File: src/rtl/pl_sysref_align.sv
// SYSREF qualifier/distributor: synchronises SYSREF, locks on a stable period, fans out delayed pulses.
// Define PL_SYSREF_ERR_CNT_EN to build the saturating error counter; otherwise err_count_o is 0.
module pl_sysref_align #(
    parameter int unsigned NumCh      = 4,
    parameter int unsigned DlyW       = 4,
    parameter int unsigned CntW       = 16,
    parameter int unsigned SyncStages = 2,
    parameter int unsigned LockEdges  = 4,
    parameter int unsigned Tol        = 1,
    parameter int unsigned PulseW     = 1
) (
    input  logic                    pl_clk_i,
    input  logic                    pl_resetn_i,
    input  logic                    pl_sysref_captured_i,
    input  logic                    arm_i,
    input  logic                    one_shot_i,
    input  logic [NumCh*DlyW-1:0]   ch_delay_i,
    output logic [NumCh-1:0]        user_sysref_o,
    output logic                    locked_o,
    output logic [CntW-1:0]         period_o,
    output logic [2:0]              state_o,
    output logic [7:0]              err_count_o
);

    localparam int unsigned MatchW = $clog2(LockEdges + 1);
    localparam int unsigned PwW    = $clog2(PulseW + 1);

    typedef enum logic [2:0] {
        StIdle   = 3'd0,
        StSearch = 3'd1,
        StVerify = 3'd2,
        StLocked = 3'd3,
        StDone   = 3'd4
    } state_e;

    state_e                         state_q, state_d;
    logic [SyncStages-1:0]          sync_q;
    logic                           sref_q;
    logic [CntW-1:0]                cnt_q, cnt_d, period_q, period_d, diff;
    logic [MatchW-1:0]              match_q, match_d;
    logic                           seen_q, seen_d, os_q, os_d;
    logic [NumCh-1:0][DlyW-1:0]     dly_q, dly_d;
    logic [NumCh-1:0][PwW-1:0]      pw_q, pw_d;
    logic [NumCh-1:0]               wait_q, wait_d, out_q, out_d, busy;
    logic                           sref_edge, cnt_max, in_tol, fire, err_ev, err_inc;

    assign sref_edge = sync_q[SyncStages-1] & ~sref_q;
    assign cnt_max   = (cnt_q == {CntW{1'b1}});
    assign diff      = (cnt_q >= period_q) ? (cnt_q - period_q) : (period_q - cnt_q);
    assign in_tol    = (diff <= CntW'(Tol));
    assign busy      = wait_q | out_q;
    // A firing edge dropped on any busy channel counts as one error for that edge.
    assign err_inc   = err_ev | (fire & (|busy));

    always_comb begin
        cnt_d = cnt_q;
        if (sref_edge) begin
            cnt_d = CntW'(1);
        end else if (!cnt_max) begin
            cnt_d = cnt_q + CntW'(1);
        end
    end

    always_comb begin
        state_d  = state_q;
        period_d = period_q;
        match_d  = match_q;
        seen_d   = seen_q;
        os_d     = os_q;
        fire     = 1'b0;
        err_ev   = 1'b0;
        if (!arm_i) begin
            state_d = StIdle;
        end else begin
            case (state_q)
                StIdle: begin
                    state_d = StSearch;
                    os_d    = one_shot_i;
                    seen_d  = 1'b0;
                    match_d = '0;
                end
                StSearch: begin
                    if (sref_edge) begin
                        if (!seen_q) begin
                            seen_d = 1'b1;
                        end else begin
                            period_d = cnt_q;
                            match_d  = '0;
                            state_d  = StVerify;
                        end
                    end
                end
                StVerify: begin
                    if (sref_edge) begin
                        if (in_tol) begin
                            if (match_q == MatchW'(LockEdges - 1)) state_d = StLocked;
                            else match_d = match_q + MatchW'(1);
                        end else begin
                            period_d = cnt_q;
                            match_d  = '0;
                            err_ev   = 1'b1;
                        end
                    end else if (cnt_max) begin
                        state_d = StSearch;
                        seen_d  = 1'b0;
                        err_ev  = 1'b1;
                    end
                end
                StLocked: begin
                    if (sref_edge) begin
                        if (in_tol) begin
                            fire = 1'b1;
                            if (os_q) state_d = StDone;
                        end else begin
                            state_d = StSearch;
                            seen_d  = 1'b0;
                            err_ev  = 1'b1;
                        end
                    end else if (cnt_max) begin
                        state_d = StSearch;
                        seen_d  = 1'b0;
                        err_ev  = 1'b1;
                    end
                end
                StDone: begin
                    if (sref_edge && !in_tol) err_ev = 1'b1;
                end
                default: state_d = StIdle;
            endcase
        end
    end

    always_comb begin
        dly_d  = dly_q;
        pw_d   = pw_q;
        wait_d = wait_q;
        out_d  = out_q;
        if (!arm_i) begin
            wait_d = '0;
            out_d  = '0;
        end else begin
            for (int i = 0; i < NumCh; i++) begin
                if (wait_q[i]) begin
                    if (dly_q[i] == '0) begin
                        wait_d[i] = 1'b0;
                        out_d[i]  = 1'b1;
                        pw_d[i]   = PwW'(PulseW - 1);
                    end else begin
                        dly_d[i] = dly_q[i] - DlyW'(1);
                    end
                end else if (out_q[i]) begin
                    if (pw_q[i] == '0) out_d[i] = 1'b0;
                    else pw_d[i] = pw_q[i] - PwW'(1);
                end
                if (fire && !busy[i]) begin
                    wait_d[i] = 1'b1;
                    dly_d[i]  = ch_delay_i[i*DlyW +: DlyW];
                end
            end
        end
    end

    always_ff @(posedge pl_clk_i) begin
        if (!pl_resetn_i) begin
            state_q  <= StIdle;
            sync_q   <= '0;
            sref_q   <= 1'b0;
            cnt_q    <= '0;
            period_q <= '0;
            match_q  <= '0;
            seen_q   <= 1'b0;
            os_q     <= 1'b0;
            dly_q    <= '0;
            pw_q     <= '0;
            wait_q   <= '0;
            out_q    <= '0;
        end else begin
            state_q  <= state_d;
            sync_q   <= {sync_q[SyncStages-2:0], pl_sysref_captured_i};
            sref_q   <= sync_q[SyncStages-1];
            cnt_q    <= cnt_d;
            period_q <= period_d;
            match_q  <= match_d;
            seen_q   <= seen_d;
            os_q     <= os_d;
            dly_q    <= dly_d;
            pw_q     <= pw_d;
            wait_q   <= wait_d;
            out_q    <= out_d;
        end
    end

`ifdef PL_SYSREF_ERR_CNT_EN
    logic [7:0] err_q;
    always_ff @(posedge pl_clk_i) begin
        if (!pl_resetn_i) begin
            err_q <= '0;
        end else if (err_inc && (err_q != 8'hff)) begin
            err_q <= err_q + 8'd1;
        end
    end
    assign err_count_o = err_q;
`else
    logic unused_err_inc;
    assign unused_err_inc = err_inc;
    assign err_count_o    = '0;
`endif

    assign user_sysref_o = out_q;
    assign locked_o      = (state_q == StLocked) || (state_q == StDone);
    assign period_o      = period_q;
    assign state_o       = state_q;

endmodule

File: config.mk
export PLATFORM = sky130hd
export DESIGN_NAME = pl_sysref_align
export DESIGN_NICKNAME = d
export VERILOG_FILES = /design/src/rtl/pl_sysref_align.sv
export SDC_FILE = /design/constraint.sdc
export NUM_CORES = 1
export LEC_CHECK = 0
export ABC_AREA = 0
export CAP_MARGIN = 10
export CORE_UTILIZATION = 26
export CTS_CLUSTER_SIZE = 16
export DETAILED_ROUTE_END_ITERATION = 8
export GPL_ROUTABILITY_DRIVEN = 0
export PLACE_DENSITY_LB_ADDON = 0.25
export SYNTH_ARGS = -nofsm -noshare
export SYNTH_HDL_FRONTEND = slang
export SYNTH_SLANG_ARGS = --single-unit
File: constraint.sdc
create_clock -name pl_clk_i -period 4.63 [get_ports pl_clk_i]
set_input_delay 0.926 -clock pl_clk_i [delete_from_list [all_inputs] [get_ports pl_clk_i]]
set_output_delay 0.926 -clock pl_clk_i [all_outputs]
set_load 0.005 [all_outputs]
Yosys cells after proc, flatten, opt, wreduce, memory -nomap -nowiden --
Index checks and enable logic that the tools add are counted.
Cells by class: $add $sub $neg 12, $lt $le $gt $ge 2, equal/unequal tests 25, multiplexer cells 90, bitwise operators 5, reductions and logical operators 40
Operators by type and width (number):
- $mux W16 | 5
- $mux W1 | 55
- $mux W4 | 12
- $mux W3 | 14
- $pmux W16 S2 | 1
- $sub A16 B16 Y16 | 2
- $reduce_and A3 Y1 | 8
- $reduce_and A6 Y1 | 3
- $reduce_bool A2 Y1 | 9
- $add A16 B1 Y16 const B | 1
- $eq A16 B16 Y1 const B | 1
- $ge A16 B16 Y1 | 1
- $le A16 B1 Y1 const B | 1
- $logic_not A4 Y1 | 4
- $ne A2 B1 Y1 const B | 8
- $sub A4 B1 Y4 const B | 4
- $pmux W3 S5 | 1
- $ne A2 B2 Y1 const B | 6
- $ne A3 B3 Y1 const B | 4
- $eq A3 B2 Y1 const B | 3
- $pmux W3 S3 | 1
- $reduce_and A5 Y1 | 1
- $logic_and A1 B1 Y1 | 4
- $logic_not A1 Y1 | 4
- other kinds (15) | 21
Storage, ports and cells: register bits 71, output and inout port bits 32, logic and storage cells 196

Depth between registers and ports, before layout --
word-level depth 10, depth in mapped cells 18, mapped depth without buffers 14

Worst setup path after synthesis --
Ideal clock, no wire load.
kind register -> register, start register cnt_q[0], end register dly_q[10] (netlist name), arrival 3.857 ns, required time 4.544 ns, path slack 0.687 ns, stages on the path, launching flop included 17, cells stage by stage dfxtp_1 > inv_1 > ha_1 > inv_1 > fa_1 > a21o_1 > a2111oi_0 > o31a_1 > o21a_1 > buf_6 > mux2_4 > a211oi_2 > nor2_1 > or4_1 > buf_2 > or4_4 > a211oi_1
On the way: word-level cells in the longest chain between the ends 10, elaborated cells between the ends (all ways) 14, classes of those cells 2 x add/sub; 2 x order compare; 1 x eq/ne; 6 x mux; 3 x reduce/logical
Ends and longest elaborated chain:
- start, declared | line 39 | logic [CntW-1:0] cnt_q, cnt_d, period_q, period_d, diff;
- start signal, assigned | line 181 | cnt_q <= cnt_d;
- $sub A16 B16 Y16 / $ge A16 B16 Y1 (equally long branches) | line 49 | assign diff = (cnt_q >= period_q) ? (cnt_q - period_q) : (period_q - cnt_q);
- $mux W16 (*) | line 49
- $le A16 B1 Y1 (*) | line 50 | assign in_tol = (diff <= CntW'(Tol));
- $mux W1 (*) | line 111 | if (in_tol) begin
- $mux W1 (*) | line 110 | if (sref_edge) begin
- $mux W1 (*) | line 75 | case (state_q)
- $mux W1 (*) | line 72 | if (!arm_i) begin
- $logic_and A1 B1 Y1 (*) | line 155 | if (fire && !busy[i]) begin
- $ne A2 B1 Y1 (no line) / $reduce_bool A2 Y1 (equally long branches)
- $reduce_and A3 Y1 (no line)
- end signal, assigned | line 186 | dly_q <= dly_d;
- end, declared | line 42 | logic [NumCh-1:0][DlyW-1:0] dly_q, dly_d;
Mark *: on every way between the ends. The rest lies on a longest branch, timed or not. A chain may end at the register's enable or synchronous reset.

Worst setup path after layout --
start register cnt_q[0], end register dly_q[6] (netlist name)
The elaborated chain is that of the path after synthesis.

==> flow_metrics.tcl <==
set metrics [dict create \
    status "complete, no violations" \
    core_mm2 0.0195 \
    p_clk_frac 0.459 \
    area_growth_pct 20.6 \
    syn_area_per_cell_um2 7.72 \
    root_buffer "clkbuf_16" \
    finalSetupViolCount 0 \
    internal-power_uw 1090 \
    finClkSkew_ns 0.0104 \
    cts.sinks 67 \
    ys_async_sr_fraction 0 \
    antenna_cells 0 \
    rows 51 \
    cts_setup_buffers 0 \
    clockBufferDepth 2 \
    crit_fanout 34 \
    power_uw 1500 \
    max-vdd-ir-drop_mv 0.167 \
    cts_tree "yes" \
    drive_above_1_share 0.0871 \
    drc 0 \
    drt_first_pass_iters 4 \
    fin_nets 779 \
    worstMarginPinSlew_ns 0.764 \
    grt_pass1_wl_um 23700 \
    cp.arrival_ns 4.61 \
    p_seq_frac 0.394 \
    slew_headroom 0.487 \
    grt-ovfl-total 0 \
    critPathCaptureType "register" \
    die_w_um 143 \
    start_util 0.267 \
    cts.clk_slew.worst_paths_ns 0.06 \
    synth_area_mm2 0.00520 \
    final_max_slew_viol_count 0 \
    antenna_found_initial 0 \
    die_height_um 143 \
    fmax_mhz 230 \
    hp-class "register to register" \
    clock_latency_ns 0.34 \
    yosysSeqAreaShare 0.258 \
    grt_max_degree 47 \
    p_comb_frac 0.146 \
    dp_hpwl_um 10800 \
    synth_flop_cell "dfxtp_1" \
    p_leak_uw 0.00234 \
    setup_tns_ns 0 \
    viasPerCell 4.90 \
    netSwitchingPower_uw 411 \
    die_area_mm2 0.0206 \
    io_buffer_count 44 \
    pin_count 53 \
    crit_type "register to register" \
    cp-start-kind "register" \
    synth-edff-count 0 \
    grt_pass1_vias 4653 \
    synth.distinct_cells 68 \
    p_per_area_mw_per_mm2 240 \
    synth_cells 674 \
    synth-seq-cells 67 \
    fin_crit_sh 0.940 \
    rsz0062_at_grt "no" \
    drv_cap 0 \
    totalWireLength_um 14400 \
    cts-buffers-inserted 9 \
    fin_util 0.321 \
    period_needed_ns 4.35 \
    wire_per_inst_um 14.5 \
    ant_nets 0 \
    yosys_warnings 0 \
    track_usage 0.147 \
    num_vias 4844 \
    cp.required_ns 4.89 \
    nFillCells 2122 \
    hold_viol 0 \
    first_iter_violations 290 \
    sw_frac_of_total 0.273 \
    htreeDepth 3 \
]
## through the flow
stage	setup slack (ns)	hold WS [ns]	instance area, um2	instances
floorplan	0.687	0.412	5230	681
global placement	0.196	0.419	5980	972
detailed placement	0.144	0.418	5980	972
CTS	0.117	0.431	6270	988
global route	0.00327	0.448	6280	988
finish	0.279	0.433	6280	988
## kinds of logic (layout without fill, tap and decap cells)
family                     after synthesis  count (layout)  share of synthesized area
buffers and inverters                   97             139                     0.0829
muxes                                   21              21                     0.0413
other                                    1               8                   0.000720
adders and majority gates               40              40                     0.0990
AOI/OAI and AO/OA                      162             162                      0.218
DFF                                     67              67                      0.258
and+or+nand+nor                        253             253                      0.244
xor gates and xnor gates                33              33                     0.0555
## final timing paths
check / cells past startpoint / endpoint / slack (ns) / startpoint
setup / recovery: 15 / dly_q[6] / 0.28 / cnt_q[0]
hold / removal: 1 / sync_q[1] / 0.43 / sync_q[0]
hold reg to reg: 1 / sync_q[1] / 0.43 / sync_q[0]
setup reg to reg: 15 / dly_q[6] / 0.28 / cnt_q[0]
## layout make-up
| class | instances | area (um2) | share of cell area |
|---|---|---|---|
| Inverter | 54 | 203 | 0.0323 |
| Sequential cell | 67 | 1340 | 0.214 |
| Clock inverter | 6 | 63.8 | 0.0102 |
| Multi-Input combinational cell | 517 | 3460 | 0.551 |
| Clock buffer | 10 | 229 | 0.0365 |
| Timing Repair Buffer | 69 | 648 | 0.103 |
| Tap cell | 265 | 332 | 0.0528 |
## registers in the layout, indices dropped and copies added (netlist names), 2 cells and up
register / count
wait_q: 4
period_o: 16
match_q: 3
sync_q: 2
user_sysref_o: 4
cnt_q: 16
state_o: 3
dly_q: 16
## per-layer routing
layer	share of wire	track usage	vias up
met5	0	0	-
met4	0.018	0.0526	0
met3	0.037	0.0310	19
met2	0.45	0.238	101
met1	0.49	0.192	2269
li1	-	-	2455
## synth_stat cells, types with 10 or more instances
master | number | area (um2)
nand2_1 | 69 | 259
dfxtp_1 | 67 | 1340
inv_1 | 54 | 203
nor2_1 | 47 | 176
a21oi_1 | 41 | 205
ha_1 | 38 | 475
nor3_1 | 37 | 185
o21ai_0 | 23 | 115
nand3_1 | 21 | 105
xnor2_1 | 21 | 184
clkbuf_1 | 20 | 75.1
mux2i_1 | 20 | 200
a211oi_1 | 17 | 128
a21o_1 | 14 | 105
o21a_1 | 13 | 97.6
xor2_1 | 12 | 105
nor2b_1 | 10 | 62.6
## worst max-delay path: stages (launching register included)
cell	delay [ns]
dfxtp_1	0.31
inv_1	0.08
ha_1	0.16
inv_1	0.05
fa_1	0.39
a21o_1	0.21
a2111oi_1	0.43
o31a_1	0.22
o21a_2	0.27
mux2_4	0.34
a211oi_2	0.23
nor2_1	0.06
or4_1	0.58
buf_12	0.21
or4_4	0.51
a211oi_1	0.21
## what timing repair did
action,4_1_cts,5_1_grt
hold buffers,0,0
resized for setup,0,2
setup endpoints to repair,0,28
## cell usage in the layout, fill, tap and decap left out, drive strengths merged, types with 7 or more instances in the layout
cell type,synthesis,final
a211oi,18,18
a21o,14,14
a21oi,41,41
a31oi,8,8
and2,8,8
buf,23,26
clkbuf,20,10
clkdlybuf4s50,0,43
conb,1,8
dfxtp,67,67
ha,38,38
inv,54,55
mux2i,20,20
nand2,69,69
nand2b,7,7
nand3,21,21
nand4,8,8
nor2,47,47
nor2b,10,10
nor3,37,37
nor3b,8,8
nor4,9,9
o21a,13,13
o21ai,24,24
or2,7,7
or4,9,9
xnor2,21,21
xor2,12,12
## power by group through the flow
| stage | combinational, uW | clock (uW) | sequential (uW) |
|---|---|---|---|
| global route | 242 | 738 | 594 |
| CTS | 221 | 719 | 593 |
| floorplan | 153 | 0 | 601 |
| global placement | 220 | 0 | 606 |
| detailed placement | 220 | 0 | 606 |
| finish | 220 | 691 | 593 |
No activity file was read; power rests on OpenSTA's default activity.
